`config.mk`:
```
export PLATFORM = sky130hd
export DESIGN_NAME = xor_apuf_eval_ctrl
export DESIGN_NICKNAME = d
export VERILOG_FILES = /design/src/rtl/xor_apuf_eval_ctrl.sv
export SDC_FILE = /design/constraint.sdc
export NUM_CORES = 1
export LEC_CHECK = 0
export BUFFER_PORTS_ARGS = -buffer_cell sky130_fd_sc_hd__buf_2
export CAP_MARGIN = 30
export CORE_UTILIZATION = 30
export DETAILED_ROUTE_END_ITERATION = 10
export GPL_TIMING_DRIVEN = 0
export MAX_ROUTING_LAYER = met4
export PLACE_DENSITY = 0.6
export SETUP_SLACK_MARGIN = 0.15
export SYNTH_ARGS = -nofsm -noshare
export SYNTH_HDL_FRONTEND = slang
export SYNTH_SLANG_ARGS = --single-unit
```
`constraint.sdc`:
```
create_clock -name clk -period 6.72 [get_ports clk]
set_input_delay 0.336 -clock clk [delete_from_list [all_inputs] [get_ports clk]]
set_output_delay 0.336 -clock clk [all_outputs]
set_load 0.02 [all_outputs]
```
`src/rtl/xor_apuf_eval_ctrl.sv`:
```
// XOR arbiter-PUF evaluator: race launch/settle/sample sequencing; APUF_MAJORITY_VOTE_EN enables N_VOTE majority voting.
// Accept to resp_valid takes N_EVAL*(SETTLE_CYC+3) cycles; one challenge in flight; response held in DONE until resp_ready.

module apuf #(
  parameter int CHAL_W = 243,
  parameter int IDX    = 0
) (
  input  logic              X,
  input  logic              Y,
  input  logic [CHAL_W-1:0] Chal,
  output logic              PUF_out
);
  // Behavioural stand-in for one delay chain; the per-instance bias models process variation.
  localparam logic BIAS = 1'(IDX % 2);

  assign PUF_out = X & Y & ((^Chal) ^ BIAS);
endmodule

module xor_apuf_eval_ctrl #(
  parameter int CHAL_W     = 243,
  parameter int N_CHAINS   = 243,
  parameter int SETTLE_CYC = 8,
  parameter int N_VOTE     = 5
) (
  input  logic              clk,
  input  logic              rst_n,
  input  logic [CHAL_W-1:0] chal_in,
  input  logic              chal_valid,
  output logic              chal_ready,
  output logic              resp_out,
  output logic              resp_valid,
  input  logic              resp_ready,
  output logic [3:0]        resp_conf,
  output logic              busy
);
`ifdef APUF_MAJORITY_VOTE_EN
  localparam int N_EVAL = N_VOTE;
`else
  localparam int N_EVAL = 1;
`endif
  localparam int         SW          = (SETTLE_CYC < 2) ? 1 : $clog2(SETTLE_CYC);
  localparam logic [SW-1:0] LAST_SETTLE = SW'(SETTLE_CYC - 1);
  localparam logic [3:0] LAST_EVAL   = 4'(N_EVAL - 1);
  localparam logic [3:0] MAJ         = 4'(N_EVAL / 2);

  if (N_CHAINS < 1 || SETTLE_CYC < 1 || N_VOTE < 1 || N_VOTE > 15 || (N_VOTE % 2) == 0) begin : g_param_err
    $error("xor_apuf_eval_ctrl: illegal parameter set");
  end

  typedef enum logic [2:0] {S_IDLE, S_APPLY, S_SETTLE, S_SAMPLE, S_DONE} state_t;

  state_t              state_q, state_d;
  logic [CHAL_W-1:0]   chal_reg_q, chal_reg_d;
  logic                launch_q, launch_d;
  logic                sync1_q, sync1_d, sync2_q, sync2_d;
  logic [SW-1:0]       settle_cnt_q, settle_cnt_d;
  logic                smp_cnt_q, smp_cnt_d;
  logic [3:0]          eval_cnt_q, eval_cnt_d;
  logic [3:0]          ones_q, ones_d;
  logic                resp_out_q, resp_out_d;
  logic [3:0]          resp_conf_q, resp_conf_d;
  logic [3:0]          ones_inc, eval_inc;

  logic [N_CHAINS-1:0] puf_out;
  (* dont_touch = "true" *) logic puf_xor;

  // Every chain must survive synthesis even though the behavioural models look alike.
  for (genvar i = 0; i < N_CHAINS; i++) begin : g_chain
    (* dont_touch = "true" *)
    apuf #(.CHAL_W(CHAL_W), .IDX(i)) u_apuf (
      .X      (launch_q),
      .Y      (launch_q),
      .Chal   (chal_reg_q),
      .PUF_out(puf_out[i])
    );
  end

  assign puf_xor = ^puf_out;

  always_comb begin
    state_d      = state_q;
    chal_reg_d   = chal_reg_q;
    settle_cnt_d = settle_cnt_q;
    smp_cnt_d    = smp_cnt_q;
    eval_cnt_d   = eval_cnt_q;
    ones_d       = ones_q;
    resp_out_d   = resp_out_q;
    resp_conf_d  = resp_conf_q;
    sync1_d      = puf_xor;
    sync2_d      = sync1_q;
    ones_inc     = (ones_q == 4'hF) ? ones_q : ones_q + {3'b000, sync2_q};
    eval_inc     = (eval_cnt_q == 4'hF) ? eval_cnt_q : eval_cnt_q + 4'd1;

    case (state_q)
      S_IDLE: begin
        if (chal_valid) begin
          chal_reg_d = chal_in;
          eval_cnt_d = 4'd0;
          ones_d     = 4'd0;
          state_d    = S_APPLY;
        end
      end
      S_APPLY: begin
        settle_cnt_d = '0;
        state_d      = S_SETTLE;
      end
      S_SETTLE: begin
        if (settle_cnt_q == LAST_SETTLE) begin
          smp_cnt_d = 1'b0;
          state_d   = S_SAMPLE;
        end else begin
          settle_cnt_d = settle_cnt_q + 1'b1;
        end
      end
      S_SAMPLE: begin
        // Second cycle: the synchroniser output now reflects the settled race.
        if (!smp_cnt_q) begin
          smp_cnt_d = 1'b1;
        end else begin
          ones_d     = ones_inc;
          eval_cnt_d = eval_inc;
          if (eval_cnt_q == LAST_EVAL) begin
            resp_out_d  = (ones_inc > MAJ);
            resp_conf_d = ones_inc;
            state_d     = S_DONE;
          end else begin
            state_d = S_APPLY;
          end
        end
      end
      S_DONE: begin
        if (resp_ready) state_d = S_IDLE;
      end
      default: state_d = S_IDLE;
    endcase

    // Launch drops for the APPLY cycle to reset the arbiters, then stays high through sampling.
    launch_d = (state_d == S_SETTLE) || (state_d == S_SAMPLE);
  end

  always_ff @(posedge clk or negedge rst_n) begin
    if (!rst_n) begin
      state_q      <= S_IDLE;
      chal_reg_q   <= '0;
      launch_q     <= 1'b0;
      sync1_q      <= 1'b0;
      sync2_q      <= 1'b0;
      settle_cnt_q <= '0;
      smp_cnt_q    <= 1'b0;
      eval_cnt_q   <= 4'd0;
      ones_q       <= 4'd0;
      resp_out_q   <= 1'b0;
      resp_conf_q  <= 4'd0;
    end else begin
      state_q      <= state_d;
      chal_reg_q   <= chal_reg_d;
      launch_q     <= launch_d;
      sync1_q      <= sync1_d;
      sync2_q      <= sync2_d;
      settle_cnt_q <= settle_cnt_d;
      smp_cnt_q    <= smp_cnt_d;
      eval_cnt_q   <= eval_cnt_d;
      ones_q       <= ones_d;
      resp_out_q   <= resp_out_d;
      resp_conf_q  <= resp_conf_d;
    end
  end

  assign chal_ready = (state_q == S_IDLE);
  assign busy       = (state_q != S_IDLE);
  assign resp_valid = (state_q == S_DONE);
  assign resp_out   = resp_out_q;
  assign resp_conf  = resp_conf_q;
endmodule
```
**Word-level counts from Yosys, hierarchy flattened**

Index checks and enable logic that the tools add are counted.

- Register bits: 266
- Output and inout port bits: 8
- Logic and storage cells: 64

- $add $sub $neg: 3
- Magnitude comparators: 1
- Equal/unequal tests: 14
- Mux-type cells: 17
- Bitwise gates (word level): 3
- Reduce and logical (&&, ||, !) cells: 15

Operators by type and width:

| kind | number |
|---|---|
| 243-bit parity | 2 |
| 4-bit 2-to-1 mux | 5 |
| 3-bit 2-to-1 mux | 6 |
| 4-bit case mux with 2 select lines | 2 |
| 3-bit case mux with 5 select lines | 1 |
| 3-bit by 2-bit == test with 1-bit output (second input constant) | 4 |
| 2-bit inequality test (second input constant) | 5 |
| 4-bit == test (second input constant) | 2 |
| 3-bit == test (second input constant) | 2 |
| 3-bit case mux with 2 select lines | 1 |
| 2-bit AND reduction | 3 |
| 3-bit AND reduction | 2 |
| 2-bit nonzero test | 3 |
| 4-bit by 1-bit adder with 4-bit output | 1 |
| 4-bit by 1-bit adder with 4-bit output (second input constant) | 1 |
| 4-bit by 1-bit > comparator with 1-bit output (second input constant) | 1 |
| 4-bit zero test | 1 |
| 4-bit AND reduction | 1 |
| 3-bit by 1-bit adder with 3-bit output (second input constant) | 1 |
| 3-bit by 1-bit == test with 1-bit output (second input constant) | 1 |
| 3-bit zero test | 1 |
| 3-bit nonzero test | 1 |
| 1-bit AND | 2 |
| 1-bit case mux with 2 select lines | 1 |
| other kinds (3) | 3 |

**Depth between registers and ports, before layout**

Gate-level depths: netlist (run 1).

- Depth in word-level cells: 6
- Depth in mapped cells: 8
- Gate-level depth less buffers: 8

**Cells and area by module**

Synthesis (run 1) repeated with hierarchy kept, for this count alone.

- Cell total of the unflattened synthesis: 59455
- Area, all modules: 533713.1 µm²

Modules (own cells, without submodules):

| module | instances | cells an instance | area an instance (µm²) | sequential area each (µm²) |
|---|---|---|---|---|
| apuf | 243 | 239 | 2145.8 | 0.0 |
| xor_apuf_eval_ctrl | 1 | 1378 | 12281.8 | 6656.4 |

**Least setup slack after synthesis (run 1)**

Ideal clock, no wire load.

- Kind: register -> register
- From: reg chal_reg_q[197]
- To: reg sync1_q
- Arrival time: 2.433 ns
- Slack: 4.168 ns
- Stages on the path, launching flop included: 9
- Path buffers: 0
- Cells stage by stage: dfrtp_1 xor2_1 xnor2_1 xnor2_1 xnor3_1 xnor3_1 xnor3_1 xnor3_1 and2_1

- Word-level cells in the longest chain between the ends: 4

RTL lines:

| what | RTL line | text |
|---|---|---|
| start: declaration | 53 | `logic [CHAL_W-1:0] chal_reg_q, chal_reg_d;` |
| start signal: assignment | 156 | `chal_reg_q <= chal_reg_d;` |
| 243-bit parity (*) | 16 | `assign PUF_out = X & Y & ((^Chal) ^ BIAS);` |
| 1-bit NOT (no source line) | -- |  |
| 1-bit AND | 16 |  |
| 243-bit parity (*) | 78 | `assign puf_xor = ^puf_out;` |
| net puf_xor | 65 | `(* dont_touch = "true" *) logic puf_xor;` |
| end signal: assignment | 158 | `sync1_q <= sync1_d;` |
| end: declaration | 55 | `logic sync1_q, sync1_d, sync2_q, sync2_d;` |

Mark *: on every way through the listed nets, which the timed path passes. The rest lies on a longest branch.
A chain may end at the register's enable or synchronous reset.

**Final worst setup path (run 1)**

- From: reg state_q[2]
- To: reg chal_reg_q[126]

- Word-level cells in the longest chain between the ends: 2

RTL lines:

| what | RTL line | text |
|---|---|---|
| start: declaration | 52 | `state_t state_q, state_d;` |
| start signal: assignment | 155 | `state_q <= state_d;` |
| 3-bit zero test | 94 | `case (state_q)` |
| 2-bit AND reduction (no source line) | -- |  |

No other way between the ends.

==> metrics.log, run 1 <==
[metrics] status: complete, no violations
[metrics] height of the die: 203 µm
[metrics] global-route wire length before repair: ~41000 µm
[metrics] Setup Total Neg Slack: 0 ns
[metrics] synthesized net count: 1114
[metrics] Syn Area/Cell: 14.1 µm²
[metrics] Inserted Clock Buffers: 34
[metrics] worst-skew pair later-pin latency: approximately 0.53 ns
[metrics] remaining design rule violation count: 0
[metrics] slew of the pin with the lowest slew margin: just over 0.7 ns
[metrics] reg-to-reg critical path startpoint: state_q[2]$_DFF_PN0_
[metrics] sort of element at the start of the critical path: register
[metrics] fraction of layout instances using a drive strength above 1: 0.456
[metrics] count of vias placed by the detailed router: 7402
[metrics] worst reg2reg path depth: 7
[metrics] wire length per cell: 14.8 µm
[metrics] Final ANT Viol Nets: 0
[metrics] filler cell count in the final layout: 3913
[metrics] Clock Pin Slew Worst Setup and Hold Paths: 0.06 ns
[metrics] residual overflow from global routing: 0
[metrics] Critical Path Source: state_q[2]$_DFF_PN0_
[metrics] global-route usage over all layers: 0.132
[metrics] largest fanout on the critical path: 10
[metrics] Vias/cell: around 4.3
[metrics] final wirelength: approximately 26000 µm
[metrics] highest clock rate: 316 MHz
[metrics] Slew Viols, Final: 0
[metrics] synth warn: 0
[metrics] count of routing violations after the opening detailed-route iteration: 135
[metrics] WS Path Type: register to register
[metrics] unrepaired setup endpoints after global routing: false
[metrics] library cells used by synthesis: 28
[metrics] flip-flop and latch count after synthesis: 266
[metrics] placer congestion estimate: 0.716
[metrics] Max Buffers Root-to-Sink: 3
[metrics] critical path data required time: 7.12 ns
[metrics] final core utilization: 0.391
[metrics] site row count: 73
[metrics] max-capacitance violation count: 0
[metrics] clock tree from TritonCTS: done
[metrics] port bufs: 254
[metrics] nets: 1439
[metrics] summed instance area of the synthesized netlist: 12100 µm²
[metrics] io pins: 255
[metrics] initial antenna violation count: 4
[metrics] portion of the post-synthesis area used by sequential elements: 0.549
[metrics] DR pass1 iterations: 5
[metrics] initial core utilization: 0.305
[metrics] maximum number of pins on one net before global-route repair: 101
[metrics] number of standard cells after synthesis: 861
[metrics] Sink Count: 266
[metrics] area added between synthesis and finish: 28.3%
[metrics] Period minus WS final: around 3.2 ns
[metrics] Min-Delay Path Depth: 2
[metrics] area of the die: 41300 µm²
[metrics] final worst-path cycle share: 0.472
[metrics] Final Hold Violating Endpoints: 0
[metrics] min-delay worst type: input pin to register
[metrics] depth of the CTS H-tree: 2
[metrics] worst rel slew slack: 0.524
[metrics] setup bufs post-CTS: 0
[metrics] die width: 203 µm
[metrics] sort of element at the end of the critical path: register
[metrics] endpoints failing setup: 0
[metrics] arrival time reported for the critical path endpoint: 3.57 ns
[metrics] Min-Delay Startpoint: chal_in[108]
[metrics] Clock Skews: about 0.014 ns
[metrics] root buf cell: sky130_fd_sc_hd__clkbuf_16
[metrics] HPWL Detailed: 18900 µm
[metrics] vias in the first global route: 7929
[metrics] total core area: 39800 µm²
==> registers in the layout, summed over array words and instances (netlist names) <==
name,cells
launch_q,1
eval_cnt_q,4
resp_out,1
ones_q,4
settle_cnt_q,3
sync2_q,1
resp_conf,4
smp_cnt_q,1
state_q,3
chal_reg_q,243
sync1_q,1
==> layer usage <==
metal	global-route usage	vias up	share of wire
met5	-	-	0
met4	0.0424	0	0.024
met3	0.0451	45	0.067
met2	0.212	159	0.48
met1	0.156	3610	0.43
li1	-	3588	-
==> kinds of logic (layout without fill, tap and decap cells) <==
logic type / Yosys count / count (layout) / synth area share
adder cells (fa/ha/maj): 6 / 6 / 0.00619
other: 0 / 4 / 0
AO/OA/AOI/OAI: 24 / 24 / 0.0119
buffers and inverters: 35 / 381 / 0.0108
multiplexers: 244 / 244 / 0.226
XOR/XNOR: 240 / 240 / 0.178
AND/OR/NAND/NOR: 46 / 46 / 0.0186
flip-flops: 266 / 266 / 0.549
==> through the flow <==
stage / cell area [µm²] / hold WS [ns] / std cells / setup slack [ns]
5_1_grt: 15600 / 0.000785 / 1736 / 3.27
4_1_cts: 15600 / 0.000138 / 1732 / 3.30
2_1_floorplan: 12100 / 0.0404 / 861 / 4.17
3_5_place_dp: 14100 / 0.338 / 1642 / 3.33
6_report: 15600 / 0.0391 / 1736 / 3.55
3_3_place_gp: 14100 / 0.332 / 1640 / 0.264
==> path summary, 6_finish.rpt <==
path,to,slack [ns]
worst max-delay path,chal_reg_q[126]$_DFFE_PN0P_,3.55
max in group asynchronous,chal_reg_q[1]$_DFFE_PN0P_,5.41
worst max register to register,chal_reg_q[126]$_DFFE_PN0P_,3.55
worst min register to register,sync2_q$_DFF_PN0_,0.35
min in group asynchronous,chal_reg_q[138]$_DFFE_PN0P_,0.36
worst min-delay path,chal_reg_q[108]$_DFFE_PN0P_,0.04
==> cell usage after synthesis, drive strengths merged <==
cell type | n | area (µm²)
dfrtp | 266 | 6660
mux2 | 243 | 2740
xnor2 | 203 | 1780
xor2 | 33 | 289
clkbuf | 29 | 109
nand2 | 14 | 52.6
nor2 | 10 | 37.5
o21ai | 10 | 50.1
ha | 6 | 75.1
inv | 6 | 22.5
a21oi | 5 | 25.0
nor3 | 4 | 20.0
xnor3 | 4 | 90.1
and2 | 3 | 18.8
and3 | 3 | 18.8
nand3 | 3 | 15.0
o22ai | 3 | 18.8
a22o | 2 | 17.5
a32oi | 2 | 17.5
nand2b | 2 | 12.5
nand4 | 2 | 12.5
nor4 | 2 | 12.5
a311oi | 1 | 8.76
a31oi | 1 | 6.26
and4 | 1 | 8.76
and4b | 1 | 10.0
mux2i | 1 | 10.0
or3 | 1 | 6.26
==> cells in the final DEF (no fill, tap or decap), drive strengths merged, types with 3 or more instances in the layout <==
cell / Yosys / layout
a21oi: 5 / 5
and2: 3 / 3
and3: 3 / 3
buf: 0 / 256
clkbuf: 29 / 77
clkinv: 0 / 4
dfrtp: 266 / 266
diode: 0 / 4
dlygate4sd3: 0 / 33
ha: 6 / 6
inv: 6 / 7
mux2: 243 / 243
nand2: 14 / 14
nand3: 3 / 3
nor2: 10 / 10
nor3: 4 / 4
o21ai: 10 / 10
o22ai: 3 / 3
xnor2: 203 / 203
xnor3: 4 / 4
xor2: 33 / 33
==> repair_timing <==
action                    CTS  global route
hold buffers               33             0
hold endpoints to repair  108             0
gates resized for setup     0             0
==> final cells by class <==
cell class	instances	area (µm²)	share of cell area
Sequential cell	266	6660	0.427
Tap cell	525	657	0.0422
Multi-Input combinational cell	560	5350	0.343
Clock buffer	48	995	0.0639
Buffer	29	109	0.00699
Clock inverter	9	108	0.00691
Timing Repair Buffer	289	1670	0.107
Inverter	6	22.5	0.00145
Antenna cell	4	10.0	0.000643
==> critical path, stage by stage, from the launching register on <==
cell and delay (ns):
sky130_fd_sc_hd__dfrtp_1 0.45, sky130_fd_sc_hd__or3_1 0.44, sky130_fd_sc_hd__inv_1 0.11, sky130_fd_sc_hd__and2_1 0.12
sky130_fd_sc_hd__clkbuf_1 0.34, sky130_fd_sc_hd__clkbuf_1 0.54, sky130_fd_sc_hd__clkbuf_1 0.62, sky130_fd_sc_hd__mux2_2 0.42
Power of run 1 is not shown: default switching activity piles up to over one toggle a cycle in this logic, so the estimate is an artifact.
==> run 2: changes to the inputs <==
clock period = 3.25 ns   (was 6.72 ns; I/O delays follow)
==> run 2 against run 1 <==
Net effect:
- worst setup slack worse by 3.2 ns
- die area unchanged
- clock skew up 0.0022 ns
- critical path depth unchanged
- sequential share of layout area down 5.2 points
- register-to-register slack worse by 3.2 ns
- fmax up 7.6%
- core utilization up 5.4 points
- final area up 14%
- critical path type unchanged
- largest cell class unchanged
==> metrics.log, run 2 (synthesis gave the netlist of run 1 again) <==
[metrics] largest fanout on the critical path: 10
[metrics] DR pass1 iterations: 4
[metrics] most flop-heavy register: chal_reg_q
[metrics] port bufs: 254
[metrics] nets: 1652
[metrics] longest individual stage delay on the worst path: about 0.52 ns
[metrics] termination of the worst setup path: chal_reg_q[52]$_DFFE_PN0P_
[metrics] instance count after placement with tap cells included: between 1500 and 2000
[metrics] filler cell count in the final layout: 3679
[metrics] io pins: 255
[metrics] Worst path most repeated cell: sky130_fd_sc_hd__clkbuf_1
[metrics] slew of the pin with the lowest slew margin: 0.657 ns
[metrics] area of all placed cells without fillers: 17700 µm²
[metrics] endpoint of the worst-slack reg-to-reg timing path: chal_reg_q[52]$_DFFE_PN0P_
[metrics] Power Dens Cells: between 1000 and 1500 nW/µm²
[metrics] total core area: 39800 µm²
[metrics] placement-stage worst setup slack: -0.138 ns
[metrics] area added between synthesis and finish: 45.9%
[metrics] wire length on met1: 11900 µm
[metrics] area of the die: 41300 µm²
[metrics] Critical Path Source: state_q[1]$_DFF_PN0_
[metrics] fraction of layout instances using a drive strength above 1: 0.392
[metrics] number of standard cells in the final layout excluding fillers: 1947
[metrics] Inserted Clock Buffers: 34
[metrics] HPWL Detailed: 18900 µm
[metrics] remaining design rule violation count: 0
[metrics] count of routing violations after the opening detailed-route iteration: 159
[metrics] residual overflow from global routing: 0
[metrics] site row count: 73
[metrics] critical path data required time: 3.65 ns
[metrics] WS Path Type: register to register
[metrics] slowest stage cell on the critical path: sky130_fd_sc_hd__clkbuf_1
[metrics] initial antenna violation count: 2
[metrics] cell-by-cell listing of the critical path: or3_1, inv_1, and2_1, clkbuf_1, clkbuf_2, clkbuf_1, mux2_2
[metrics] Max Buffers Root-to-Sink: 3
[metrics] Slew Viols, Final: 0
[metrics] met2 WL post-DR: approximately 14000 µm
[metrics] highest layer used for signal routing: met4
[metrics] global-route wire length before repair: 45300 µm
[metrics] most common library cell in the layout ignoring fill and taps: sky130_fd_sc_hd__dfrtp_1
[metrics] worst setup slack for register-to-register paths: between 0.3 and 0.4 ns
[metrics] depth of the CTS H-tree: 2
[metrics] min-delay worst type: input pin to asynchronous set/reset pin
[metrics] final setup margin: 0.304 ns
[metrics] vias in the first global route: ~9000
[metrics] height of the die: 203 µm
[metrics] status: complete, no violations
[metrics] global-route usage over all layers: 0.143
[metrics] Final ANT Viol Nets: 0
[metrics] Clock Pin Slew Worst Setup and Hold Paths: 0.05 ns
[metrics] reg-to-reg critical path startpoint: state_q[1]$_DFF_PN0_
[metrics] Clock Skews: 0.0165 ns
[metrics] endpoints failing setup: 0
[metrics] unrepaired setup endpoints after global routing: true
[metrics] sort of element at the end of the critical path: register
[metrics] flip-flop count of the largest register, all copies and words added: 243
[metrics] wire length per cell: approximately 14 µm
[metrics] sort of element at the start of the critical path: register
[metrics] count of vias placed by the detailed router: approximately 8200
[metrics] die width: between 200 and 250 µm
[metrics] met3 routed WL: 1490 µm
[metrics] initial core utilization: 0.305
[metrics] arrival time reported for the critical path endpoint: 3.34 ns
[metrics] worst-skew pair later-pin latency: 0.53 ns
[metrics] highest-count cells in the layout ignoring fill and taps: sky130_fd_sc_hd__dfrtp_1 (266), sky130_fd_sc_hd__buf_2 (253), sky130_fd_sc_hd__dlygate4sd3_1 (246)
[metrics] max-capacitance violation count: 0
[metrics] clock tree from TritonCTS: done
[metrics] Sink Count: between 200 and 300
[metrics] worst rel slew slack: 0.562
[metrics] maximum ir drop on the vdd rail: 0.00121 V
[metrics] highest clock rate: about 340 MHz
[metrics] maximum number of pins on one net before global-route repair: 101
[metrics] final worst-path cycle share: 0.907
[metrics] Post-DP Area: between 10000 and 15000 µm²
[metrics] final core utilization: 0.445
[metrics] Vias/cell: 4.20
[metrics] Period minus WS final: 2.95 ns
[metrics] setup bufs post-CTS: 0
[metrics] final wirelength: roughly 28000 µm
[metrics] worst reg2reg path depth: 7
[metrics] Final Hold Violating Endpoints: 0
[metrics] placer congestion estimate: between 0.7 and 0.8
[metrics] root buf cell: sky130_fd_sc_hd__clkbuf_16
[metrics] leakage component of the power: 7.59 nW
## run 2: through the flow
stage / power, mW / hold WS [ns] / setup TNS, ns
after CTS: 24.3 / 0.207 / 0
after floorplan: 18.5 / -0.133 / 0
final: 23.9 / 0.186 / 0
after global routing: 25.3 / 0.231 / 0
after detailed placement: 20.2 / 0.195 / -1.74
after global placement: 19.9 / 0.332 / -798.32
## run 2: repair_timing
action                                 CTS  global route
resized for setup                        3             8
endpoints found under the hold margin  321             0
hold buffers                           246             0
setup endpoints to repair              194            37
## run 2: worst max-delay path: cells and delay by family (launching register included)
kind | cells | cell delay (ns)
buf+inv | 4 | 1.36
simple gates | 2 | 0.63
mux | 1 | 0.41
flops | 1 | 0.40
## run 2: layout make-up
type / instances / area, µm² / area share
antenna: 2 / 5.00 / 0.000283
buffer: 29 / 118 / 0.00664
clock buffer: 48 / 995 / 0.0562
clock inverter: 9 / 108 / 0.00608
inverter: 6 / 22.5 / 0.00127
multi-input combinational: 560 / 5350 / 0.302
sequential: 266 / 6660 / 0.376
tap: 525 / 657 / 0.0371
timing repair buffer: 502 / 3800 / 0.215
## run 2: worst min path at each step
stage	startpoint	endpoint	slack (ns)
5_1_grt	rst_n	chal_reg_q[138]$_DFFE_PN0P_	0.23
4_1_cts	rst_n	chal_reg_q[170]$_DFFE_PN0P_	0.21
2_1_floorplan	rst_n	chal_reg_q[0]$_DFFE_PN0P_	-0.13
6_report	rst_n	chal_reg_q[138]$_DFFE_PN0P_	0.19
3_5_place_dp	rst_n	chal_reg_q[139]$_DFFE_PN0P_	0.19
3_3_place_gp	sync1_q$_DFF_PN0_	sync2_q$_DFF_PN0_	0.33
## run 2: power breakdown
| group | switching, mW | internal (mW) | total [mW] | leakage [nW] |
|---|---|---|---|---|
| clock network | 1.43 | 2.28 | 3.71 | 0.538 |
| registers | 1.09 | 5.04 | 6.13 | 3.16 |
| logic | 5.83 | 8.21 | 14.0 | 3.89 |
| total | 8.35 | 15.5 | 23.9 | 7.59 |
## run 2: routing by layer
layer / vias to the layer above / global-route usage
met1: 3942 / 0.166
met5: - / -
met3: 54 / 0.0392
met4: 0 / 0.0494
met2: 174 / 0.237
li1: 4015 / -
Note: power is estimated with default switching activity, not from simulation.
==> run 3: changes to the inputs <==
MAX_ROUTING_LAYER = not set   (was met4)
==> run 3 against run 2 <==
Net effect:
- worst setup slack better by 0.0093 ns
- highest routed layer unchanged
- hold slack about the same
- largest cell class unchanged
- core utilization stayed put
- largest power group unchanged
==> metrics.log, run 3 (synthesis gave the netlist of run 1 again) <==
[metrics] clock tree from TritonCTS: done
[metrics] final worst-path cycle share: 0.904
[metrics] Post-DP Area: 14100 µm²
[metrics] vias in the first global route: 9000
[metrics] clock network fraction of design power: 0.155
[metrics] min-delay worst type: input pin to asynchronous set/reset pin
[metrics] global-route usage over all layers: 0.139
[metrics] critical path data required time: 3.65 ns
[metrics] Final ANT Viol Nets: 0
[metrics] Inserted Clock Buffers: 34
[metrics] count of vias placed by the detailed router: 8195
[metrics] global-route wire length before repair: between 40000 and 50000 µm
[metrics] height of the die: 203 µm
[metrics] remaining design rule violation count: 0
[metrics] initial antenna violation count: 2
[metrics] Clock Skews: ~0.017 ns
[metrics] fraction of layout instances using a drive strength above 1: 0.392
[metrics] Vias/cell: 4.21
[metrics] status: complete, no violations
[metrics] Critical Path Source: state_q[2]$_DFF_PN0_
[metrics] Power Dens Cells: 1350 nW/µm²
[metrics] area of all placed cells without fillers: 17700 µm²
[metrics] Final Hold Violating Endpoints: 0
[metrics] worst rel slew slack: 0.562
[metrics] max-capacitance violation count: 0
[metrics] Period minus WS final: 2.94 ns
[metrics] Power Internal: between 15 and 20 mW
[metrics] switching part of the total power: 0.350
[metrics] leakage component of the power: 7.59 nW
[metrics] port bufs: 254
[metrics] DR pass1 iterations: 4
[metrics] die width: between 200 and 250 µm
[metrics] unrepaired setup endpoints after global routing: true
[metrics] cell-by-cell listing of the critical path: or3_1, inv_1, and2_1, clkbuf_1, clkbuf_2, clkbuf_1, mux2_2
[metrics] highest clock rate: 341 MHz
[metrics] Sink Count: approximately 270
[metrics] longest individual stage delay on the worst path: roughly 0.53 ns
[metrics] worst-skew pair later-pin latency: 0.53 ns
[metrics] site row count: 73
[metrics] sort of element at the start of the critical path: register
[metrics] Max Buffers Root-to-Sink: 3
[metrics] highest-count cells in the layout ignoring fill and taps: sky130_fd_sc_hd__dfrtp_1 (266), sky130_fd_sc_hd__buf_2 (253), sky130_fd_sc_hd__dlygate4sd3_1 (246)
[metrics] crit-path leading delay family: buffers and inverters
[metrics] HPWL Detailed: 18900 µm
[metrics] Combinational Power Share: 0.588
[metrics] Slew Viols, Final: 0
[metrics] area of the die: 41300 µm²
[metrics] sort of element at the end of the critical path: register
[metrics] endpoints failing setup: 0
[metrics] largest fanout on the critical path: 10
[metrics] Sequential Power Share: 0.257
[metrics] io pins: roughly 260
[metrics] flip-flop count of the largest register, all copies and words added: between 200 and 250
[metrics] total core area: 39800 µm²
[metrics] maximum number of pins on one net before global-route repair: between 100 and 150
[metrics] WS Path Type: register to register
[metrics] slowest stage cell on the critical path: sky130_fd_sc_hd__clkbuf_1
[metrics] Buffers & Inverters on Critical Path: 4
[metrics] most flop-heavy register: chal_reg_q
[metrics] Worst path most repeated cell: sky130_fd_sc_hd__clkbuf_1
[metrics] depth of the CTS H-tree: 2
[metrics] post-route worst hold slack: 0.186 ns
[metrics] maximum ir drop on the vdd rail: 0.00121 V
[metrics] setup bufs post-CTS: 0
[metrics] area added between synthesis and finish: 45.9%
[metrics] switching component of the power: 8.35 mW
[metrics] residual overflow from global routing: 0
[metrics] slew of the pin with the lowest slew margin: 0.657 ns
[metrics] initial core utilization: 0.305
[metrics] wire length per cell: 14.3 µm
[metrics] total power of the final layout: 23.9 mW
[metrics] root buf cell: sky130_fd_sc_hd__clkbuf_16
[metrics] count of routing violations after the opening detailed-route iteration: approximately 170
[metrics] arrival time reported for the critical path endpoint: ~3.3 ns
[metrics] reg-to-reg critical path startpoint: state_q[2]$_DFF_PN0_
[metrics] Clock Pin Slew Worst Setup and Hold Paths: ~0.050 ns
[metrics] most common library cell in the layout ignoring fill and taps: sky130_fd_sc_hd__dfrtp_1
[metrics] final wirelength: roughly 28000 µm
[metrics] nets: approximately 1700
[metrics] placer congestion estimate: approximately 0.7
-- run 3: layout make-up --
type / count / area (µm²)
Antenna cell: 2 / 5.00
Buffer: 29 / 118
Clock buffer: 48 / 995
Clock inverter: 9 / 108
Fill cell: 3679 / 22100
Inverter: 6 / 22.5
Multi-Input combinational cell: 560 / 5350
Sequential cell: 266 / 6660
Tap cell: 525 / 657
Timing Repair Buffer: 502 / 3800
-- run 3: stage by stage --
step,cells,setup TNS [ns],setup WS [ns],utilization
2_1_floorplan,861,0,0.698,-
3_3_place_gp,1640,-798.32,-3.03,0.353
3_5_place_dp,1642,-1.74,-0.138,0.355
4_1_cts,1945,0,0.183,0.444
5_1_grt,1947,0,0.145,0.445
6_report,1947,0,0.313,0.445
-- run 3: worst paths after layout --
check / endpoint / slack [ns] / depth (start not counted)
worst max register to register: chal_reg_q[52]$_DFFE_PN0P_ / 0.31 / 7
max in group asynchronous: chal_reg_q[1]$_DFFE_PN0P_ / 2.12 / 3
worst min register to register: sync2_q$_DFF_PN0_ / 0.35 / 0
worst min-delay path: chal_reg_q[138]$_DFFE_PN0P_ / 0.19 / 2
min in group clk: sync2_q$_DFF_PN0_ / 0.35 / 0
worst max-delay path: chal_reg_q[52]$_DFFE_PN0P_ / 0.31 / 7
-- run 3: repair_timing --
action | in CTS | in global routing
cloned | 0 | 0
hold buffers | 246 | 0
setup endpoints to repair | 194 | 37
resized for setup | 3 | 8
hold endpoints to repair | 321 | 0
-- run 3: routing by layer --
layer	track usage	part of all wire
met5	0	0
met4	0.0494	0.029
met1	0.164	0.42
met3	0.0422	0.058
met2	0.237	0.49
-- run 3: power groups by stage --
stage               combinational (mW)  sequential (mW)  clock, mW
floorplan                         12.5             5.99          0
global placement                  13.8             6.12          0
detailed placement                14.0             6.21          0
CTS                               14.3             6.15       3.87
global route                      14.9             6.38       4.01
finish                            14.0             6.13       3.71
